File: config.mk
export PLATFORM = sky130hd
export DESIGN_NAME = c_rr_arbiter_select_v5_0
export DESIGN_NICKNAME = d
export VERILOG_FILES = /design/src/rtl/c_rr_arbiter_select_v5_0.sv
export SDC_FILE = /design/constraint.sdc
export NUM_CORES = 1
export LEC_CHECK = 0
export ABC_AREA = 0
export CAP_MARGIN = 20
export CORE_MARGIN = 2
export CORE_UTILIZATION = 57
export CTS_BUF_LIST = sky130_fd_sc_hd__clkbuf_8
export DETAILED_ROUTE_END_ITERATION = 8
export GPL_ROUTABILITY_DRIVEN = 0
export PLACE_DENSITY = 0.81
export SKIP_LAST_GASP = 1
export SYNTH_ARGS = -nofsm -noshare
export SYNTH_HDL_FRONTEND = slang
export SYNTH_SLANG_ARGS = --single-unit
File: constraint.sdc
create_clock -name CLK -period 4.5 [get_ports CLK]
set_input_delay 0.9 -clock CLK [delete_from_list [all_inputs] [get_ports CLK]]
set_output_delay 0.9 -clock CLK [all_outputs]
set_load 0.01 [all_outputs]
File: src/rtl/c_rr_arbiter_select_v5_0.sv
// c_rr_arbiter_select_v5_0: registered round-robin arbiter with a VALID/READY grant handshake.
// SEL/VALID drive a binary decoder's S/EN inputs; LAST is the round-robin pointer.
// Optional feature: define RR_ARB_LOCK_EN to add the LOCK port (burst hold on acceptance).
module c_rr_arbiter_select_v5_0 #(
    parameter int unsigned C_REQ_WIDTH = 8,
    parameter int unsigned C_SEL_WIDTH = 3,
    parameter int unsigned C_HAS_CE    = 0
) (
    input  logic                   CLK,
    input  logic                   SCLR_N,
    input  logic                   CE,
    input  logic [C_REQ_WIDTH-1:0] REQ,
    input  logic                   READY,
`ifdef RR_ARB_LOCK_EN
    input  logic                   LOCK,
`endif
    output logic [C_SEL_WIDTH-1:0] SEL,
    output logic                   VALID,
    output logic [C_SEL_WIDTH-1:0] LAST
);

    localparam int unsigned REQ_W = C_REQ_WIDTH;
    localparam int unsigned SEL_W = C_SEL_WIDTH;
    localparam int unsigned IDX_W = (REQ_W > 1) ? $clog2(REQ_W) : 1;

    typedef enum logic [0:0] {
        ST_IDLE  = 1'b0,
        ST_GRANT = 1'b1
    } state_t;

    state_t           state_q;
    state_t           state_d;
    logic [SEL_W-1:0] sel_q;
    logic [SEL_W-1:0] sel_d;
    logic [SEL_W-1:0] last_q;
    logic [SEL_W-1:0] last_d;
    logic             valid_q;
    logic             valid_d;
    logic [SEL_W-1:0] search_base;
    logic [SEL_W-1:0] pick_idx;
    logic             pick_found;
    logic             req_any;
    logic             ce_eff;
    logic             accept;
    logic             lock_hold;

    // First set request strictly after base, wrapping; base itself is the last candidate.
    function automatic logic [SEL_W:0] rr_pick(
        input logic [REQ_W-1:0] req,
        input logic [SEL_W-1:0] base
    );
        logic             found;
        logic [SEL_W-1:0] idx;
        int unsigned      pos;
        found = 1'b0;
        idx   = '0;
        for (int unsigned off = 1; off <= REQ_W; off++) begin
            pos = 32'(base) + off;
            if (pos >= REQ_W) begin
                pos = pos - REQ_W;
            end
            if (!found && req[IDX_W'(pos)]) begin
                found = 1'b1;
                idx   = SEL_W'(pos);
            end
        end
        return {found, idx};
    endfunction

    assign ce_eff  = (C_HAS_CE != 0) ? CE : 1'b1;
    assign req_any = |REQ;
    assign accept  = valid_q & READY;

    // In IDLE search after the pointer; on acceptance search after the accepted index,
    // which becomes the new pointer and is only re-picked when it is the sole requester.
    assign search_base = (state_q == ST_IDLE) ? last_q : sel_q;
    assign {pick_found, pick_idx} = rr_pick(REQ, search_base);

`ifdef RR_ARB_LOCK_EN
    // Burst hold only while the locked requester is still asking.
    assign lock_hold = LOCK & REQ[IDX_W'(sel_q)];
`else
    assign lock_hold = 1'b0;
`endif

    // State and output registers; reset wins over clock enable.
    always_ff @(posedge CLK) begin
        if (!SCLR_N) begin
            state_q <= ST_IDLE;
            sel_q   <= '0;
            valid_q <= 1'b0;
            last_q  <= SEL_W'(REQ_W - 1);
        end else if (ce_eff) begin
            state_q <= state_d;
            sel_q   <= sel_d;
            valid_q <= valid_d;
            last_q  <= last_d;
        end
    end

    // Next-state: leave IDLE on any request, return when an acceptance finds nothing left.
    always_comb begin
        state_d = state_q;
        case (state_q)
            ST_IDLE: begin
                if (req_any) begin
                    state_d = ST_GRANT;
                end
            end
            ST_GRANT: begin
                if (accept && !lock_hold && !pick_found) begin
                    state_d = ST_IDLE;
                end
            end
            default: state_d = ST_IDLE;
        endcase
    end

    // Next output values: register a new winner, hold under backpressure or lock.
    always_comb begin
        sel_d   = sel_q;
        valid_d = valid_q;
        last_d  = last_q;
        case (state_q)
            ST_IDLE: begin
                valid_d = req_any;
                sel_d   = req_any ? pick_idx : sel_q;
            end
            ST_GRANT: begin
                valid_d = 1'b1;
                if (accept && !lock_hold) begin
                    last_d  = sel_q;
                    valid_d = pick_found;
                    sel_d   = pick_found ? pick_idx : sel_q;
                end
            end
            default: valid_d = 1'b0;
        endcase
    end

    assign SEL   = sel_q;
    assign VALID = valid_q;
    assign LAST  = last_q;

    // Grant-stream invariants: SEL stays in range, and a stalled grant never moves.
    a_sel_range: assert property (@(posedge CLK)
        (SCLR_N && valid_q) |-> (32'(sel_q) < REQ_W));
    a_hold_stable: assert property (@(posedge CLK)
        (SCLR_N && valid_q && !READY) |=> (valid_q && (sel_q == $past(sel_q))));

endmodule

==> impl.org <==
** Critical path
- Worst setup SP type :: register
- Capturing element type of the critical path :: register
- The slowest stage of the critical path is the mux2i_2 cell.
- Critical Path, Cell by Cell :: mux2i_2, inv_1, ha_1, xnor2_2, buf_4, mux4_2, or4_4, nand4b_1, o21ai_1, a31oi_1
- CP max stage delay :: 0.64 ns
- CP Max Fanout :: 13
- STA puts the critical path data required time at 4.60 ns.
- The worst setup path is of the register to register kind.
- Worst path arrival time :: 3.77 ns
- Buffer and inverter count on the worst path :: 2
- Gate family responsible for the most delay along the worst path :: multiplexers

** Detailed routing
- Wire per inst :: 17.5 µm
- For this block, the routed nets add up to 3470 µm of wire.
- ANT nets after route :: 0
- After detailed routing, the number of vias per cell comes to 6.90.
- Initial DRC Count :: 48
- Number of DRC violations after detailed routing :: 0
- Number of vias after detailed routing :: 1367
- Router iterations before antenna repair :: 5

** STA
- The number of failing hold endpoints at the final stage is 0.
- Final setup violation count :: 0
- Setup total negative slack :: 0 ns
- Final clock skew :: 0.000740 ns
- Max Transition Viols Final :: 0
- Min Tclk post-route :: 3.67 ns
- Actual slew at the worst max-slew pin :: 0.634 ns
- Headroom to the max-slew limit came out at 56.9%.
- Setup repair after global routing missed its margin :: no
- Static timing analysis puts the maximum clock frequency at 273 MHz.
- Share of the cycle needed by the critical path after routing :: 81.5%

** Clocking
- Clock-pin slew was measured on the worst setup and hold paths at 0.04 ns.
- In this run the post-CTS setup repair buffer count came out at 0.
- Max H-tree Level :: 1
- Clock latency on the worst-skew pair, taken at its later pin, is 0.23 ns.
- TritonCTS clock tree :: done
- Buffers inserted to repair hold after CTS numbered 0.
- Root Driver :: clkbuf_8
- Number of buffers created by CTS :: 3
- The clock net in this run drives a total of 7 sinks.
- Counting along the longest clock path gives a buffer depth of 2.
- Post-CTS repair changed the size of 0 cells.

** Global route
- The initial antenna violation count came to 0.
- In the global route stage, overall resource usage came out at 28.5%.
- First-pass GRT wire length :: 5950 µm
- Aggregate global routing overflow :: 0
- Maximum number of pins on one net before global-route repair :: 17
- The via count of the first global-routing pass was 1290.

** Placement
- Detailed Place HPWL :: 2570 µm
- In this run the tool buffered the top-level ports with 17 buffer cells.

** Synthesis
- The number of nets in the synthesized netlist is 171.
- In this run, synthesis produced a sequential element count of 7.
- After synthesis, the mean cell area works out to 8.66 µm².
- Counting flops with an async set or reset pin after synthesis yields a share of 0%.
- Cell area after synthesis :: 1360 µm²
- Most used flip-flop cell after synthesis :: dfxtp_1
- During synthesis, Yosys emitted a total of 0 warnings.
- In the synthesized netlist, the number of instances is 157.
- In this run, distinct cell masters in the synthesized netlist total 46.
- Sequential elements use 10.3% of the synthesized area.
- Yosys mapped a number of flops with a built-in enable equal to 0.

** Pwr
- IR analysis of the VDD net gives a maximum drop of 323 µV.
- Leakage power :: 0.618 nW
- In this run the power density over the cells is 503 nW/µm².
- Tot Pwr :: 791 µW

** Min path
- Type of the most critical hold path :: register to register

** Die
- Horizontal die dimension :: 52.8 µm
- The die covers 2790 µm².
- Starting Density :: 60.9%
- The core region is 2230 µm².
- The floorplan has 17 rows.
- In this run the vertical extent of the chip is 52.8 µm.
- During I/O placement, the number of pins put on the boundary was 19.

** Job
- Max-cap violations in this run came to 0.

** Cells and area
- Area growth from synthesis to layout :: 15.5%
- The number of antenna diodes in the final layout is 0.
- Fraction of final layout cells with drive strength greater than 1 :: 18.8%
- Number of nets in the layout :: 185
- Commonest non-fill, non-tap cell in the layout :: nand2_1
- Most frequent cells in the layout :: nand2_1, mux2i_1, clkdlybuf4s50_1, mux4_2, nor2_1

** Status
- Status :: finished clean
synth_stat cells (2+ instances only):
| cell | count | area share [%] |
|---|---|---|
| a31oi_1 | 2 | 0.92 |
| nand2b_1 | 2 | 0.92 |
| dfxtp_1 | 7 | 10 |
| nand2_1 | 21 | 5.8 |
| nor2_1 | 11 | 3.0 |
| clkbuf_1 | 7 | 1.9 |
| mux2i_2 | 2 | 2.0 |
| o211ai_1 | 2 | 1.1 |
| nand4b_1 | 2 | 1.3 |
| o2bb2ai_1 | 2 | 1.3 |
| nand3_1 | 7 | 2.6 |
| nand4_1 | 3 | 1.4 |
| a21oi_1 | 7 | 2.6 |
| ha_1 | 2 | 1.8 |
| mux2i_1 | 19 | 14 |
| o21ai_0 | 6 | 2.2 |
| mux4_2 | 11 | 18 |
| mux2_2 | 6 | 5.0 |
| nor3_1 | 2 | 0.74 |
| o22ai_1 | 5 | 2.3 |
| inv_1 | 4 | 1.1 |
| buf_6 | 2 | 1.7 |
| o21ai_1 | 2 | 0.74 |
flip-flops by register name, indices dropped and copies added, names as in the netlist:
signal	flops
LAST	3
SEL	3
VALID	1
metal layers:
layer  up-vias  part of all wire, %  track usage (%)  wire length, µm
met1       659                   41             36.9             1420
met3         7                  6.5             2.86              226
met2        69                   51             49.0             1760
li1        632                    -                -                -
met4         0                  1.6             10.3               56
met5         -                    0                0                0
tightest hold or removal path: stages, from the launching register on:
cell,delay [ns]
dfxtp_1,0.32
nand2_1,0.06
nand3_1,0.06
metrics by stage:
stage | hold slack (ns) | area [µm²] | util, % | worst slack (ns) | instances
after floorplan | 0.514 | 1360 | - | 1.29 | 157
after global placement | 0.480 | 1530 | 68.3 | 0.992 | 194
after detailed placement | 0.497 | 1530 | 68.3 | 0.922 | 194
after CTS | 0.501 | 1570 | 70.4 | 0.885 | 198
after global routing | 0.537 | 1570 | 70.4 | 0.607 | 198
final | 0.501 | 1570 | 70.4 | 0.832 | 198
cell families (layout without fill, tap and decap cells):
kind of cell,after synthesis,count (layout),synth area share [%]
AOI/OAI and AO/OA,37,37,18.0
xor gates and xnor gates,2,2,1.84
adders and majority gates,2,2,1.84
buffers and inverters,15,28,5.52
DFF,7,7,10.3
muxes,40,40,42.8
and+or+nand+nor,54,54,19.7
final cells by class:
type,count,area (µm²)
Tap cell,28,35.0
Clock buffer,3,41.3
Fill cell,186,662
Multi-Input combinational cell,135,1140
Inverter,5,21.3
Clock inverter,1,3.75
Sequential cell,7,140
Timing Repair Buffer,19,185
worst paths after layout:
path | start | to | slack [ns] | cells after the start
worst max-delay path | VALID$_SDFF_PN0_ | SEL[1]$_SDFFE_PN0P_ | 0.83 | 10
worst min-delay path | LAST[1]$_SDFFE_PN1P_ | LAST[1]$_SDFFE_PN1P_ | 0.50 | 2
worst max register to register | VALID$_SDFF_PN0_ | SEL[1]$_SDFFE_PN0P_ | 0.83 | 10
worst min register to register | LAST[1]$_SDFFE_PN1P_ | LAST[1]$_SDFFE_PN1P_ | 0.50 | 2
report_power, final:
group | internal (mW) | switching, mW | leakage, nW
Sequential | 0.0760 | 0.0180 | 0.0583
Clock | 0.0593 | 0.0312 | 0.0269
Combinational | 0.289 | 0.317 | 0.533
Total | 0.424 | 0.366 | 0.618
Power figures use the tool's default switching activity.
